$ cat config.mk
export PLATFORM = sky130hd
export DESIGN_NAME = biriscv_icache_arb
export DESIGN_NICKNAME = d
export VERILOG_FILES = /design/src/rtl/biriscv_icache_arb_pkg.sv /design/src/rtl/biriscv_icache_arb_fifo.sv /design/src/rtl/biriscv_icache_arb.sv
export SDC_FILE = /design/constraint.sdc
export NUM_CORES = 1
export LEC_CHECK = 0
export ABC_AREA = 1
export BUFFER_PORTS_ARGS = -buffer_cell sky130_fd_sc_hd__buf_2
export CAP_MARGIN = 20
export CORE_AREA = 4 4 119 121
export CTS_CLUSTER_DIAMETER = 80
export CTS_CLUSTER_SIZE = 24
export DETAILED_ROUTE_END_ITERATION = 10
export DIE_AREA = 0 0 123 125
export GPL_TIMING_DRIVEN = 0
export PLACE_DENSITY = 0.55
export SLEW_MARGIN = 10
export SYNTH_ARGS = -nofsm -noshare
export SYNTH_HDL_FRONTEND = slang
export SYNTH_SLANG_ARGS = --single-unit
$ cat constraint.sdc
create_clock -name clk_i -period 2.2 [get_ports clk_i]
set_clock_uncertainty 0.15 [all_clocks]
set_input_delay 0.33 -clock clk_i [delete_from_list [all_inputs] [get_ports clk_i]]
set_output_delay 0.33 -clock clk_i [all_outputs]
set_load 0.05 [all_outputs]
$ cat src/rtl/biriscv_icache_arb_pkg.sv
// Shared definitions for the icache requester arbiter.
//   REQ_FETCH / REQ_AUX : requester ids carried in the tag FIFO
//   arb_tag_t           : per-request tag {id, drop}
package biriscv_icache_arb_pkg;

    localparam logic REQ_FETCH = 1'b0;
    localparam logic REQ_AUX   = 1'b1;

    typedef struct packed {
        logic id;    // which requester owns the response
        logic drop;  // response must be swallowed (owner flushed)
    } arb_tag_t;

endpackage

$ cat src/rtl/biriscv_icache_arb_fifo.sv
// In-order tag FIFO for outstanding icache requests.
// Ports:
//   clk_i, rst_i   : clock, synchronous active-high reset
//   push_i/tag_i   : enqueue a tag (ignored when full)
//   pop_i          : dequeue the head (ignored when empty)
//   drop_id_i[n]   : mark every stored entry owned by requester n as drop
//   head_o         : current head tag
//   empty_o/full_o : occupancy flags
module biriscv_icache_arb_fifo
    import biriscv_icache_arb_pkg::*;
#(
    parameter int DEPTH = 2,
    parameter int PTR_W = 1
)(
    input  logic       clk_i,
    input  logic       rst_i,
    input  logic       push_i,
    input  arb_tag_t   tag_i,
    input  logic       pop_i,
    input  logic [1:0] drop_id_i,
    output arb_tag_t   head_o,
    output logic       empty_o,
    output logic       full_o
);

    localparam logic [PTR_W:0] FULL_CNT = (PTR_W+1)'(DEPTH);

    arb_tag_t         mem_q [DEPTH];
    logic [PTR_W-1:0] wr_ptr_q;
    logic [PTR_W-1:0] rd_ptr_q;
    logic [PTR_W:0]   count_q;
    logic             push_ok;
    logic             pop_ok;

    function automatic logic [PTR_W-1:0] ptr_inc(input logic [PTR_W-1:0] p);
        return (p == PTR_W'(DEPTH-1)) ? '0 : p + 1'b1;
    endfunction

    assign empty_o = (count_q == '0);
    assign full_o  = (count_q == FULL_CNT);
    assign push_ok = push_i && !full_o;
    assign pop_ok  = pop_i && !empty_o;
    assign head_o  = mem_q[rd_ptr_q];

    always_ff @(posedge clk_i) begin
        if (rst_i) begin
            wr_ptr_q <= '0;
            rd_ptr_q <= '0;
            count_q  <= '0;
            for (int i = 0; i < DEPTH; i++)
                mem_q[i] <= '0;
        end else begin
            // Marking stale slots too is harmless: a push overwrites them.
            for (int i = 0; i < DEPTH; i++)
                if (drop_id_i[mem_q[i].id])
                    mem_q[i].drop <= 1'b1;
            // Push comes last so the caller's drop bit for a same-cycle
            // flush wins over the mark loop.
            if (push_ok) begin
                mem_q[wr_ptr_q] <= tag_i;
                wr_ptr_q        <= ptr_inc(wr_ptr_q);
            end
            if (pop_ok)
                rd_ptr_q <= ptr_inc(rd_ptr_q);
            if (push_ok && !pop_ok)
                count_q <= count_q + 1'b1;
            else if (pop_ok && !push_ok)
                count_q <= count_q - 1'b1;
        end
    end

endmodule

$ cat src/rtl/biriscv_icache_arb.sv
// Two-requester round-robin arbiter in front of the icache.
// Ports:
//   clk_i, rst_i            : clock, synchronous active-high reset
//   req0_* (fetch), req1_* (prefetch/debug): rd/pc/priv/flush in,
//                             accept/valid/inst/error/page_fault out
//   icache_*                : request side (rd/pc/priv/flush out, accept in)
//                             and response side (valid/inst/error/pf in)
//   err_unexpected_o        : sticky, response seen with nothing outstanding
module biriscv_icache_arb
    import biriscv_icache_arb_pkg::*;
#(
    parameter int OUTSTANDING   = 2,
    parameter int OUTSTANDING_W = 1
)(
    input  logic        clk_i,
    input  logic        rst_i,
    input  logic        req0_rd_i,
    input  logic [31:0] req0_pc_i,
    input  logic [1:0]  req0_priv_i,
    input  logic        req0_flush_i,
    output logic        req0_accept_o,
    output logic        req0_valid_o,
    output logic [63:0] req0_inst_o,
    output logic        req0_error_o,
    output logic        req0_page_fault_o,
    input  logic        req1_rd_i,
    input  logic [31:0] req1_pc_i,
    input  logic [1:0]  req1_priv_i,
    input  logic        req1_flush_i,
    output logic        req1_accept_o,
    output logic        req1_valid_o,
    output logic [63:0] req1_inst_o,
    output logic        req1_error_o,
    output logic        req1_page_fault_o,
    output logic        icache_rd_o,
    output logic [31:0] icache_pc_o,
    output logic [1:0]  icache_priv_o,
    output logic        icache_flush_o,
    input  logic        icache_accept_i,
    input  logic        icache_valid_i,
    input  logic [63:0] icache_inst_i,
    input  logic        icache_error_i,
    input  logic        icache_page_fault_i,
    output logic        err_unexpected_o
);

    logic [1:0] rd_w;
    logic [1:0] flush_w;
    logic       prio_q;
    logic       lock_q;
    logic       lock_id_q;
    logic       grant;
    logic       accept;
    logic       fifo_empty;
    logic       fifo_full;
    arb_tag_t   head;
    arb_tag_t   push_tag;
    logic       resp_ok;
    logic       err_q;

    assign rd_w    = {req1_rd_i, req0_rd_i};
    assign flush_w = {req1_flush_i, req0_flush_i};

    // A pending unaccepted request keeps its grant so pc/priv stay stable;
    // the owner flushing abandons that request and frees the arbiter.
    always_comb begin
        grant = prio_q;
        if (lock_q && !flush_w[lock_id_q])
            grant = lock_id_q;
        else if (rd_w[prio_q])
            grant = prio_q;
        else if (rd_w[~prio_q])
            grant = ~prio_q;
    end

    assign icache_rd_o    = !rst_i && rd_w[grant] && !fifo_full;
    assign icache_pc_o    = grant ? req1_pc_i   : req0_pc_i;
    assign icache_priv_o  = grant ? req1_priv_i : req0_priv_i;
    assign icache_flush_o = req0_flush_i | req1_flush_i;
    assign accept         = icache_rd_o && icache_accept_i;
    assign req0_accept_o  = accept && (grant == REQ_FETCH);
    assign req1_accept_o  = accept && (grant == REQ_AUX);

    assign push_tag.id   = grant;
    assign push_tag.drop = flush_w[grant];

    biriscv_icache_arb_fifo #(
        .DEPTH (OUTSTANDING),
        .PTR_W (OUTSTANDING_W)
    ) u_fifo (
        .clk_i     (clk_i),
        .rst_i     (rst_i),
        .push_i    (accept),
        .tag_i     (push_tag),
        .pop_i     (icache_valid_i),
        .drop_id_i (flush_w),
        .head_o    (head),
        .empty_o   (fifo_empty),
        .full_o    (fifo_full)
    );

    // The head's drop bit only reflects earlier flushes; a flush arriving
    // with the response must suppress it directly.
    assign resp_ok = !rst_i && icache_valid_i && !fifo_empty && !head.drop
                     && !flush_w[head.id];

    assign req0_valid_o      = resp_ok && (head.id == REQ_FETCH);
    assign req1_valid_o      = resp_ok && (head.id == REQ_AUX);
    assign req0_inst_o       = icache_inst_i;
    assign req1_inst_o       = icache_inst_i;
    assign req0_error_o      = icache_error_i;
    assign req1_error_o      = icache_error_i;
    assign req0_page_fault_o = icache_page_fault_i;
    assign req1_page_fault_o = icache_page_fault_i;
    assign err_unexpected_o  = err_q;

    always_ff @(posedge clk_i) begin
        if (rst_i) begin
            prio_q    <= REQ_FETCH;
            lock_q    <= 1'b0;
            lock_id_q <= REQ_FETCH;
            err_q     <= 1'b0;
        end else begin
            lock_q    <= icache_rd_o && !icache_accept_i;
            lock_id_q <= grant;
            if (accept)
                prio_q <= ~grant;
            if (icache_valid_i && fifo_empty)
                err_q <= 1'b1;
        end
    end

endmodule

# Yosys cells after proc, flatten, opt, wreduce, memory -nomap -nowiden
# Memories as Yosys holds them, arrays and structs flattened. A register that Yosys moved wholly into a read port is not among the register bits.
# Index checks and enable logic that the tools add are counted.
[classes]
reduce_logical = 29
bitwise = 6
n_lt_le_gt_ge = 7
muxes = 40
eq_ne = 1
n_addsub = 4
[ops]
columns = ["op", "n"]
rows = [
  ["2-to-1 mux 1 bit", 36],
  ["2-to-1 mux 32 bit", 1],
  ["logical AND 1 bit", 18],
  ["less-than comparator 1 x 2 -> 1 bit, second input constant", 7],
  ["logical NOT 1 bit", 9],
  ["2-to-1 mux 2 bit", 3],
  ["NOT 1 bit", 3],
  ["bitwise OR 1 bit", 3],
  ["adder 1 bit, second input constant", 2],
  ["adder 2 x 1 -> 2 bit, second input constant", 1],
  ["equality test 2 bit, second input constant", 1],
  ["logical NOT 2 bit", 1],
  ["nonzero test 2 bit", 1],
  ["subtractor 2 x 1 -> 2 bit, second input constant", 1],
]
[word_totals]
mem_bits_rw = 4
memories = 1
out_inout_bits = 173
ff_bits = 8
[mem_list]
columns = ["memory", "words", "width", "rd", "rd_ports_with_merged_regs", "wr", "line_no", "rtl"]
rows = [
  ["u_fifo.mem_q", 2, 2, 3, 1, 3, "biriscv_icache_arb_fifo.sv:28", "arb_tag_t mem_q [DEPTH];"],
]

# Logic depth before layout (Yosys ltp)
# Gate-level depths: netlist of run 1.
[logic_depth]
word_depth = 16
ltp_mapped = 13

# Cells and area by module
# A second synthesis of run 1 with hierarchy kept.
[unflattened]
hier_cells = 353
area_unflattened_um2 = 2225.9
[by_module_without_submodules]
columns = ["module", "area_each_um2", "instances", "cells_each"]
rows = [
  ["biriscv_icache_arb", 1720.4, 1, 285],
  ["biriscv_icache_arb_fifo", 505.5, 1, 68],
]

# Worst setup path before layout of run 1
# No wires, ideal clock.
[synth_timing]
kind = "register -> output"
from = "memory u_fifo.mem_q[1][1] (netlist bit)"
to = "output port req0_valid_o"
path_stages_with_launch = 6
slack_ns = 0.126
arrival_time_ns = 1.594
n_path_buf = 0
path_cell_list = "edfxtp_1 or2_2 o21a_1 nand2_1 nand4_1 nor2_1"
[synth_rtl]
columns = ["item", "line_no", "rtl"]
rows = [
  ["from (decl)", "biriscv_icache_arb_fifo.sv:28", ""],
  ["to (decl)", "biriscv_icache_arb.sv:22", "output logic req0_valid_o,"],
]

# Worst setup path after layout of run 1
[layout_timing]
from = "register lock_id_q"
to = "output port icache_pc_o[14]"
[layout_via]
elab_chain_cells = 6
[layout_rtl]
columns = ["item", "line_no", "rtl"]
rows = [
  ["from (decl)", "biriscv_icache_arb.sv:51", "logic lock_id_q;"],
  ["from (signal assigned)", "biriscv_icache_arb.sv:125", "lock_id_q <= grant;"],
  ["2-to-1 mux 1 bit (not written as such) (2 in series)", "biriscv_icache_arb.sv:68", "if (lock_q && !flush_w[lock_id_q])"],
  ["logical NOT 1 bit", "biriscv_icache_arb.sv:68", ""],
  ["logical AND 1 bit", "biriscv_icache_arb.sv:68", ""],
  ["2-to-1 mux 1 bit (*)", "biriscv_icache_arb.sv:68", ""],
  ["2-to-1 mux 32 bit (*)", "biriscv_icache_arb.sv:77", "assign icache_pc_o = grant ? req1_pc_i : req0_pc_i;"],
  ["to (decl)", "biriscv_icache_arb.sv:36", "output logic [31:0] icache_pc_o,"],
]
# Every way passes the cells marked *; elsewhere a longest branch is shown, timed or not. The select of a mux whose other input is x is not followed.

==> impl_metrics.env, run 1 <==
export IMPL_dpl_hpwl_um=9020
export IMPL_cp_arrival_ns=1.62
export IMPL_final_common_cell="buf_2"
export IMPL_clock_sinks=13
export IMPL_place_congestion=0.737
export IMPL_area_delta_synth_final_pct=79.9
export IMPL_dp_cells=763
export IMPL_critPathRequiredTime_ns=1.72
export IMPL_synth_xor_area_share_pct=0
export IMPL_yosys_area_top_type_share_pct=47.0
export IMPL_startpoint="lock_id_q"
export IMPL_status="finished, final reports clean"
export IMPL_drt_pass1_iterations=4
export IMPL_synth_mux_area_fraction_pct=0
export IMPL_min_period_ns=2.10
export IMPL_wirelength_um=10100
export IMPL_cts_root_buf="clkbuf_16"
export IMPL_hold_ws_ns=0.193
export IMPL_drt_vias_per_instance=3.62
export IMPL_slew_headroom_pct=63.8
export IMPL_synthDistinctLibCells=20
export IMPL_synth_top_family_by_area="buffers and inverters"
export IMPL_worstSetupStartpointType="flop"
export IMPL_layout_common_cells="buf_2 (220), buf_4 (145), nand2_1 (118)"
export IMPL_synthAdderAreaFrac_pct=0.585
export IMPL_antenna_found_initial=3
export IMPL_clk_insertion_delay_late_ns=0.24
export IMPL_grt_pass1_vias=2582
export IMPL_setup_viol=0
export IMPL_drc=0
export IMPL_final_antenna_net_count=0
export IMPL_grt_setup_unrepaired="yes"
export IMPL_max_freq_mhz=477
export IMPL_rr_worst_depth=13
export IMPL_crit_type="reg -> out"
export IMPL_layoutNonFillerInstCount=770
export IMPL_coreArea_mm2=0.0131
export IMPL_start_util_pct=16.4
export IMPL_crit_fanout=10
export IMPL_worstPathCellList="nor2_1 -> nand2_2 -> nand3_2 -> nand2_4 -> clkbuf_4 -> nand2_1 -> nand2_1 -> buf_2"
export IMPL_peakVddDrop_v=0.000279
export IMPL_syn_nets=482
export IMPL_final_hold_viol_count=0
export IMPL_max_cap_violations=0
export IMPL_synthTopCellsByArea="buf_4 (47%), nand2_1 (21%), dfxtp_1 (8.4%)"
export IMPL_crit_path_max_incr_delay_ns=0.35
export IMPL_p_per_area_mw_per_mm2=576
export IMPL_post_route_util_pct=29.4
export IMPL_multi_input_area_um2=791
export IMPL_leakagePower_nw=2.35
export IMPL_r2r_end="u_fifo.count_q[1]"
export IMPL_num_vias=2788
export IMPL_ys_ff_latch=13
export IMPL_hold_depth=2
export IMPL_yosys_area_share_simple_pct=30.3
export IMPL_drtIter0Drc=57
export IMPL_grt_pass1_wl_um=14100
export IMPL_n_fill_cell=1472
export IMPL_wl_per_cell_um=13.1
export IMPL_grt_usage_pct=11.6
export IMPL_overflow=0
export IMPL_crit_top_cell="nand2_1"
export IMPL_timing_rr_start="prio_q"
export IMPL_avgSynthCellArea_um2=6.31
export IMPL_synthCells=339
export IMPL_fin_tns_setup_ns=0
export IMPL_ys_warn_count=0
export IMPL_seq_area_um2=300
export IMPL_fp_dieArea_mm2=0.0154
export IMPL_finalCritPeriodShare_pct=95.3
export IMPL_worst_pin_slew_ns=0.537
export IMPL_io_pins=315
export IMPL_hp_class="in -> reg"
export IMPL_r2r_slack_ns=0.21
export IMPL_fp_row_count=42
export IMPL_grt_max_degree=11
export IMPL_ys_seq_area_share_pct=14.0
export IMPL_cts_buffers=3
export IMPL_synth_area_mm2=0.00214
export IMPL_synth_compound_area_share_pct=4.85
export IMPL_cts_htree_levels=1
export IMPL_drv_slew=0
export IMPL_clk_path_buf_depth=2
export IMPL_critPathCapture="icache_pc_o[14]"
export IMPL_clk_pin_slew_ns=0.05
export IMPL_fp_dieW_um=123
export IMPL_portBuffers=248
export IMPL_die_height_um=125
export IMPL_synth_top_cell_by_area="buf_4"
export IMPL_end_kind="primary output"
export IMPL_fin_nets=737
export IMPL_drive_gt1_share_pct=69.1
export IMPL_cts_tree="done"
export IMPL_cp_slowest_cell="dfxtp_1"
## flip-flops by register name (all words and copies together), names as in the netlist, named ones only
name	flops
u_fifo.rd_ptr_q	1
u_fifo.count_q	2
u_fifo.wr_ptr_q	1
lock_id_q	1
err_unexpected_o	1
lock_q	1
u_fifo.mem_q	4
prio_q	1
## metrics by stage
step           power, mW  cell area, µm²  worst slack (ns)
2_1_floorplan       1.46            2140             0.126
4_1_cts             2.17            3710           0.00340
5_1_grt             2.33            3850           -0.0260
3_3_place_gp        1.80            3600           -0.0652
6_report            2.22            3850             0.103
3_5_place_dp        1.81            3600           -0.0707
## synth_stat cells
master	number
clkbuf_1	1
dfxtp_1	9
nand3_2	5
nand2_2	4
a31oi_1	1
ha_1	1
nor2_4	1
nor2_2	2
inv_1	12
buf_2	4
edfxtp_1	4
a21oi_1	9
nand2_1	120
or2_2	2
buf_4	134
nand3_1	5
nand4_1	2
o21ai_0	9
o21a_1	1
nor2_1	13
## area by class of cell
type,instances,share of cell area (%)
diodes,1,0.0650
plain buffers,139,27.6
clock buffers,4,2.05
inverters,12,1.17
multi-input cells,175,20.5
flip-flops and latches,13,7.80
well taps,176,5.72
repair buffers,250,35.0
## critical path: cells and delay by family (launching register included)
kind          cells  cell delay [ns]
simple gates      6             0.54
buf+inv           2             0.47
flops             1             0.35
## layer usage
layer  up-vias  wire [µm]  global-route usage [%]
met5         -         29                       0
met4         6         40                    1.17
met3        10       1370                    3.79
met2       170       4920                    20.6
met1      1181       3710                    14.0
li1       1421          -                       -
## cell families (layout without fill, tap and decap cells)
| family | after synthesis | in the layout |
|---|---|---|
| and+or+nand+nor | 154 | 154 |
| buffers and inverters | 151 | 405 |
| AOI/OAI and AO/OA | 20 | 20 |
| DFF | 13 | 13 |
| adders and majority gates | 1 | 1 |
| other | 0 | 1 |
## how the worst min path moves through the flow
stage | from | end | slack (ns)
after CTS | icache_accept_i | lock_q | 0.19
after global placement | err_unexpected_o | err_unexpected_o | 0.30
final | icache_accept_i | lock_q | 0.19
after global routing | icache_accept_i | lock_q | 0.21
after detailed placement | u_fifo.rd_ptr_q | u_fifo.rd_ptr_q | 0.32
after floorplan | rst_i | err_unexpected_o | 0.25
## report_power, final
group	total, mW	leakage, nW	switching (mW)	internal [mW]
clock	0.347	0.0382	0.102	0.245
combinational	1.57	2.20	1.09	0.479
sequential	0.303	0.115	0.0187	0.284
## what timing repair did
item                       CTS  global route
hold buffers                 0             0
setup endpoints to repair   29            32
buffers inserted             0             2
cloned                       0             0
resized for setup           10            56
pin swaps                    0             2
Power figures use the tool's default switching activity.
==> run 2: changes to the inputs <==
--- a/config.mk
+++ b/config.mk
@@ -8,13 +8,13 @@
 export ABC_AREA = 1
 export BUFFER_PORTS_ARGS = -buffer_cell sky130_fd_sc_hd__buf_2
 export CAP_MARGIN = 20
-export CORE_AREA = 4 4 119 121
+export CORE_AREA = 4 4 120 122
 export CTS_CLUSTER_DIAMETER = 80
 export CTS_CLUSTER_SIZE = 24
 export DETAILED_ROUTE_END_ITERATION = 10
-export DIE_AREA = 0 0 123 125
+export DIE_AREA = 0 0 124 126
 export GPL_TIMING_DRIVEN = 0
-export PLACE_DENSITY = 0.55
+export PLACE_DENSITY = 0.54
 export SLEW_MARGIN = 10
 export SYNTH_ARGS = -nofsm -noshare
 export SYNTH_HDL_FRONTEND = slang
==> run 2 against run 1 <==
Register-to-register slack about the same; via count down 1.6%; worst hold slack got worse by 0.012 ns; sequential cell count unchanged; largest cell class unchanged.
==> impl_metrics.env, run 2 (synthesis gave the netlist of run 1 again) <==
export IMPL_status="finished, final reports clean"
export IMPL_wl_per_cell_um=12.6
export IMPL_hold_depth=2
export IMPL_cts_tree="done"
export IMPL_dpl_hpwl_um=8750
export IMPL_crit_fanout=10
export IMPL_clock_sinks=13
export IMPL_leakagePower_nw=2.34
export IMPL_fin_area_mm2=0.00382
export IMPL_drc=0
export IMPL_setup_viol=0
export IMPL_coreArea_mm2=0.0132
export IMPL_min_period_ns=2.08
export IMPL_cts_buffers=3
export IMPL_grt_pass1_wl_um=13400
export IMPL_wirelength_um=9700
export IMPL_crit_family="simple AND/OR/NAND/NOR gates"
export IMPL_cp_num_buf_inv=2
export IMPL_drt_vias_per_instance=3.57
export IMPL_layout_common_cells="buf_2 (224), buf_4 (152), nand2_1 (116)"
export IMPL_fin_nets=736
export IMPL_area_delta_synth_final_pct=78.8
export IMPL_place_congestion=0.751
export IMPL_setup_ws_ns=0.119
export IMPL_portBuffers=248
export IMPL_total_power_mw=2.18
export IMPL_placed_cell_area_mm2=0.00360
export IMPL_drt_pass1_iterations=4
export IMPL_drtIter0Drc=67
export IMPL_worstSetupStartpointType="flop"
export IMPL_antenna_cells=0
export IMPL_worstPathCellList="nor2_1 -> nand2_2 -> nand3_2 -> nand2_4 -> clkbuf_4 -> nand2_1 -> nand2_1 -> buf_2"
export IMPL_crit_top_cell="nand2_1"
export IMPL_pre_cts_ws_ns=-0.0761
export IMPL_slew_headroom_pct=64.9
export IMPL_crit_type="reg -> out"
export IMPL_worst_pin_slew_ns=0.521
export IMPL_fp_dieW_um=124
export IMPL_r2r_end="u_fifo.count_q[1]"
export IMPL_cts_root_buf="clkbuf_16"
export IMPL_grt_usage_pct=10.8
export IMPL_finalCritPeriodShare_pct=94.6
export IMPL_largest_reg_flops=4
export IMPL_cp_arrival_ns=1.60
export IMPL_max_freq_mhz=481
export IMPL_layoutNonFillerInstCount=768
export IMPL_drive_gt1_share_pct=69.6
export IMPL_drv_slew=0
export IMPL_cts_hold_repair_buffers=0
export IMPL_p_per_area_mw_per_mm2=569
export IMPL_grt_pass1_vias=2598
export IMPL_antenna_found_initial=2
export IMPL_clk_insertion_delay_late_ns=0.24
export IMPL_clk_path_buf_depth=2
export IMPL_final_common_cell="buf_2"
export IMPL_r2r_slack_ns=0.22
export IMPL_max_cap_violations=0
export IMPL_top_register="u_fifo.mem_q"
export IMPL_clk_pin_slew_ns=0.04
export IMPL_fp_dieArea_mm2=0.0156
export IMPL_start_util_pct=16.2
export IMPL_worstHoldEndpoint="lock_q"
export IMPL_fp_row_count=42
export IMPL_num_vias=2743
export IMPL_timing_rr_start="lock_q"
export IMPL_fin_tns_setup_ns=0
export IMPL_dp_cells=763
export IMPL_crit_path_max_incr_delay_ns=0.33
export IMPL_rr_worst_depth=11
export IMPL_holdCritStartpoint="icache_accept_i"
export IMPL_peakVddDrop_v=0.000199
export IMPL_largestRegisters="u_fifo.mem_q: 4 flops, u_fifo.count_q: 2 flops"
export IMPL_overflow=0
export IMPL_final_antenna_net_count=0
export IMPL_end_kind="primary output"
export IMPL_cp_slowest_cell="dfxtp_1"
export IMPL_n_fill_cell=1463
export IMPL_die_height_um=126
export IMPL_hp_class="in -> reg"
export IMPL_cts_htree_levels=1
export IMPL_grt_max_degree=11
export IMPL_io_pins=315
export IMPL_critPathRequiredTime_ns=1.72
export IMPL_final_hold_viol_count=0
-- run 2: cell count changes in the layout (fill, tap and decap cells not counted), sizes merged --
cell    change
clkbuf     -10
buf         +9
diode       -1
-- run 2: routing by layer --
layer	share of wire [%]	global-route usage, %	wire length [µm]	vias up
li1	-	-	-	1416
met1	35	12.2	3420	1146
met2	52	20.8	5080	167
met3	11	2.15	1080	12
met4	1.1	2.13	110	2
met5	0.13	0	13	-
-- run 2: final cells by class --
type                       count  area [µm²]  area share (%)
timing repair buffer         249        1330            34.7
sequential                    13         300            7.85
clock buffer                   4        78.8            2.06
buffer                       139        1060            27.6
multi-input combinational    175         798            20.9
tap                          176         220            5.76
inverter                      12        45.0            1.18
-- run 2: worst max path at each step --
| stage | depth (start not counted) | end | slack [ns] | start |
|---|---|---|---|---|
| 2_1_floorplan | 5 | req0_valid_o | 0.13 | u_fifo.mem_q[1][1] |
| 3_3_place_gp | 11 | icache_pc_o[5] | -0.08 | req1_rd_i |
| 3_5_place_dp | 11 | icache_pc_o[5] | -0.08 | req1_rd_i |
| 4_1_cts | 10 | icache_pc_o[5] | 0.02 | prio_q |
| 5_1_grt | 10 | icache_pc_o[5] | -0.03 | prio_q |
| 6_report | 8 | icache_pc_o[21] | 0.12 | lock_id_q |
-- run 2: where the power goes --
| group | leakage, nW | switching, mW | internal [mW] | total (mW) |
|---|---|---|---|---|
| clock network | 0.0382 | 0.0960 | 0.244 | 0.340 |
| registers | 0.115 | 0.0187 | 0.284 | 0.303 |
| logic | 2.19 | 1.06 | 0.469 | 1.53 |
-- run 2: metrics by stage --
stage               hold slack [ns]  util [%]
finish                        0.181      29.0
global route                  0.191      29.0
CTS                           0.181      28.4
detailed placement            0.311      27.3
global placement              0.300      27.3
floorplan                     0.252         -
-- run 2: timing repair --
item / 4_1_cts / 5_1_grt
gates resized for setup: 25 / 26
buffers inserted: 0 / 1
setup endpoints to repair: 30 / 32
pin swaps: 0 / 3
==> run 3: changes to the inputs <==
--- a/config.mk
+++ b/config.mk
@@ -5,8 +5,8 @@
 export SDC_FILE = /design/constraint.sdc
 export NUM_CORES = 1
 export LEC_CHECK = 0
-export ABC_AREA = 1
-export BUFFER_PORTS_ARGS = -buffer_cell sky130_fd_sc_hd__buf_2
+export ABC_AREA = 0
+export BUFFER_PORTS_ARGS = -buffer_cell sky130_fd_sc_hd__buf_4
 export CAP_MARGIN = 20
 export CORE_AREA = 4 4 120 122
 export CTS_CLUSTER_DIAMETER = 80
==> run 3 against run 2 <==
The flow now finishes with violations (setup timing); area after synthesis did not move; count of clock-buffer cells in the layout did not move; final area rose by 28%; setup slack got worse by 0.13 ns; worst hold slack got worse by 0.071 ns; clock power barely moved; sequential power rose by 18%; die area did not move; final cell count fell by 9.8%; maximum frequency fell by 6.0%; first-iteration DRC count fell by 54%; largest power group unchanged; highest routed layer is now met4.
==> impl_metrics.env, run 3 <==
export IMPL_io_pins=315
export IMPL_synth_area_mm2=0.00214
export IMPL_leakagePower_nw=2.63
export IMPL_drc=0
export IMPL_p_per_area_mw_per_mm2=606
export IMPL_syn_nets=400
export IMPL_fin_nets=661
export IMPL_intPower_mw=1.56
export IMPL_grt_pass1_wl_um=12900
export IMPL_cp_slowest_cell="dfxtp_2"
export IMPL_ys_ff_latch=13
export IMPL_cts_buffers=3
export IMPL_async_flop_share_pct=0
export IMPL_max_freq_mhz=452
export IMPL_coreArea_mm2=0.0132
export IMPL_yosys_area_top_type_share_pct=46.3
export IMPL_fin_tns_setup_ns=-0.113
export IMPL_layout_common_cells="buf_4 (349), buf_8 (30), mux2_4 (30)"
export IMPL_seqPwrFrac_pct=12.1
export IMPL_hold_ws_ns=0.111
export IMPL_wirelength_um=9660
export IMPL_clk_path_buf_depth=2
export IMPL_synth_top_cell_by_area="buf_4"
export IMPL_max_cap_violations=0
export IMPL_dpl_hpwl_um=8130
export IMPL_end_kind="primary output"
export IMPL_top_register="u_fifo.mem_q"
export IMPL_cts_root_buf="clkbuf_16"
export IMPL_critPathRequiredTime_ns=1.72
export IMPL_crit_fanout=7
export IMPL_antenna_found_initial=0
export IMPL_fp_row_count=42
export IMPL_area_delta_synth_final_pct=129
export IMPL_setup_viol=11
export IMPL_status="complete, but fails checks"
export IMPL_num_vias=2552
export IMPL_peakVddDrop_v=0.000251
export IMPL_place_congestion=0.749
export IMPL_avgSynthCellArea_um2=8.33
export IMPL_drv_slew=0
export IMPL_setup_ws_ns=-0.0148
export IMPL_drtIter0Drc=31
export IMPL_r2r_slack_ns=0.12
export IMPL_final_hold_viol_count=0
export IMPL_synthTopCellsByArea="buf_4 (46%), mux2_2 (17%), dfxtp_1 (8.4%)"
export IMPL_synthDistinctLibCells=36
export IMPL_fp_dieW_um=124
export IMPL_power_switching_mw=1.41
export IMPL_rr_worst_depth=7
export IMPL_top_layer="met4"
export IMPL_drt_vias_per_instance=3.68
export IMPL_ys_seq_area_share_pct=14.0
export IMPL_wl_met3_um=971
export IMPL_overflow=0
export IMPL_antenna_cells=0
export IMPL_ys_warn_count=0
export IMPL_min_period_ns=2.21
export IMPL_grt_setup_unrepaired="yes"
export IMPL_grt_pass1_vias=2578
export IMPL_finalCritPeriodShare_pct=101
export IMPL_cp_arrival_ns=1.73
export IMPL_grt_max_degree=11
export IMPL_worstPathCellList="a21o_1 -> a2bb2oi_4 -> buf_12 -> clkbuf_16 -> mux2_4 -> buf_8"
export IMPL_yosysMostFrequentCell="buf_4"
export IMPL_synth_edf_count=4
export IMPL_clock_sinks=13
export IMPL_wl_per_cell_um=13.9
export IMPL_hold_depth=2
export IMPL_die_height_um=126
export IMPL_p_sw_share_pct=47.5
export IMPL_drive_gt1_share_pct=85.9
export IMPL_drt_pass1_iterations=4
export IMPL_m1WireLength_um=3420
export IMPL_clk_insertion_delay_late_ns=0.24
export IMPL_r2r_end="u_fifo.count_q[1]"
export IMPL_violations="setup timing"
export IMPL_final_antenna_net_count=0
export IMPL_worst_pin_slew_ns=0.503
export IMPL_wl_met2_um=5060
export IMPL_final_common_cell="buf_4"
export IMPL_dp_cells=681
export IMPL_timing_rr_start="lock_q"
export IMPL_synthFlopType="dfxtp_1"
export IMPL_comb_power_share_pct=76.4
export IMPL_worstHoldEndpoint="lock_q"
export IMPL_holdCritStartpoint="icache_accept_i"
export IMPL_clk_pin_slew_ns=0.04
export IMPL_grt_usage_pct=10.2
export IMPL_fp_dieArea_mm2=0.0156
export IMPL_cts_htree_levels=1
export IMPL_crit_type="reg -> out"
export IMPL_ys_top_cells_by_count="buf_4 (132), mux2_2 (33), nor2_1 (12), dfxtp_1 (9), nand2_1 (9)"
export IMPL_crit_path_max_incr_delay_ns=0.32
export IMPL_portBuffers=248
export IMPL_worstSetupStartpointType="flop"
export IMPL_start_util_pct=16.2
export IMPL_hp_class="in -> reg"
export IMPL_largestRegisters="u_fifo.mem_q: 4 flops, u_fifo.count_q: 2 flops"
export IMPL_cts_tree="done"
export IMPL_slew_headroom_pct=66.5
export IMPL_layoutNonFillerInstCount=693
export IMPL_largest_reg_flops=4
export IMPL_clockPowerShare_pct=11.5
export IMPL_synthCells=257
export IMPL_cts_hold_repair_buffers=0
run 3: cell types whose count changed in the layout (fill, tap and decap cells not counted), moves of 4 or more:
| cell | delta |
|---|---|
| a21oi_1 | -4 |
| buf_2 | -224 |
| buf_4 | +197 |
| buf_8 | +29 |
| clkbuf_4 | -5 |
| inv_1 | -10 |
| mux2_2 | +5 |
| mux2_4 | +30 |
| nand2_1 | -107 |
| nand2_2 | -5 |
| nand3_1 | -4 |
| nand3_2 | -5 |
| nor2_2 | -4 |
| o21ai_0 | -5 |
run 3: what timing repair did:
item                                    in CTS  in global routing
pin swaps                                    2                  2
gates resized for setup                     66                 60
endpoints found under the setup margin      37                 37
gates cloned                                 1                  2
buffers inserted                             5                  2
run 3: through the flow:
step | worst slack (ns) | total power, mW | util (%) | instance area (µm²)
3_5_place_dp | -0.421 | 2.27 | 32.1 | 4230
6_report | -0.0148 | 2.96 | 37.1 | 4890
2_1_floorplan | 0.0622 | 1.72 | - | 2150
3_3_place_gp | -0.397 | 2.25 | 32.1 | 4230
5_1_grt | -0.0565 | 3.09 | 37.1 | 4890
4_1_cts | -0.0173 | 2.80 | 34.9 | 4610
run 3: area by class of cell:
type                       instances  area [µm²]
buffer                           137        1060
clock buffer                       4        78.8
fill                            1358        8300
inverter                           3        11.3
multi-input combinational        103         985
sequential                        13         309
tap                              176         220
timing repair buffer             257        2230
run 3: power by group through the flow:
| stage | registers, mW | clock network (mW) | logic, mW |
|---|---|---|---|
| 2_1_floorplan | 0.366 | 0 | 1.36 |
| 3_3_place_gp | 0.358 | 0 | 1.89 |
| 3_5_place_dp | 0.361 | 0 | 1.90 |
| 5_1_grt | 0.368 | 0.361 | 2.36 |
| 6_report | 0.358 | 0.342 | 2.26 |
| 4_1_cts | 0.357 | 0.348 | 2.09 |
run 3: logic make-up (layout without fill, tap and decap cells):
kind of cell | after synthesis | after routing | share of synthesized area, %
buffers and inverters | 141 | 401 | 48.2
and+or+nand+nor | 43 | 43 | 10.6
muxes | 38 | 38 | 19.8
AOI/OAI and AO/OA | 18 | 18 | 5.56
DFF | 13 | 13 | 14.0
xor gates and xnor gates | 3 | 3 | 1.23
adders and majority gates | 1 | 1 | 0.585
run 3: critical path: cells and delay by family, from the launching register on:
kind / cells / cell delay, ns
flip-flops: 1 / 0.32
AO/OA/AOI/OAI: 2 / 0.39
buffers and inverters: 3 / 0.47
multiplexers: 1 / 0.31
run 3: metal layers:
metal | up-vias | track usage (%)
li1 | 1243 | -
met4 | 0 | 3.29
met2 | 172 | 18.8
met5 | - | 0
met1 | 1116 | 11.4
met3 | 21 | 2.56
run 3: how the worst max path moves through the flow:
stage | from | end
after global placement | req1_flush_i | icache_pc_o[18]
after CTS | lock_id_q | icache_priv_o[1]
final | prio_q | icache_pc_o[23]
after detailed placement | req1_flush_i | icache_pc_o[18]
after global routing | prio_q | icache_pc_o[23]
after floorplan | flop | req0_valid_o
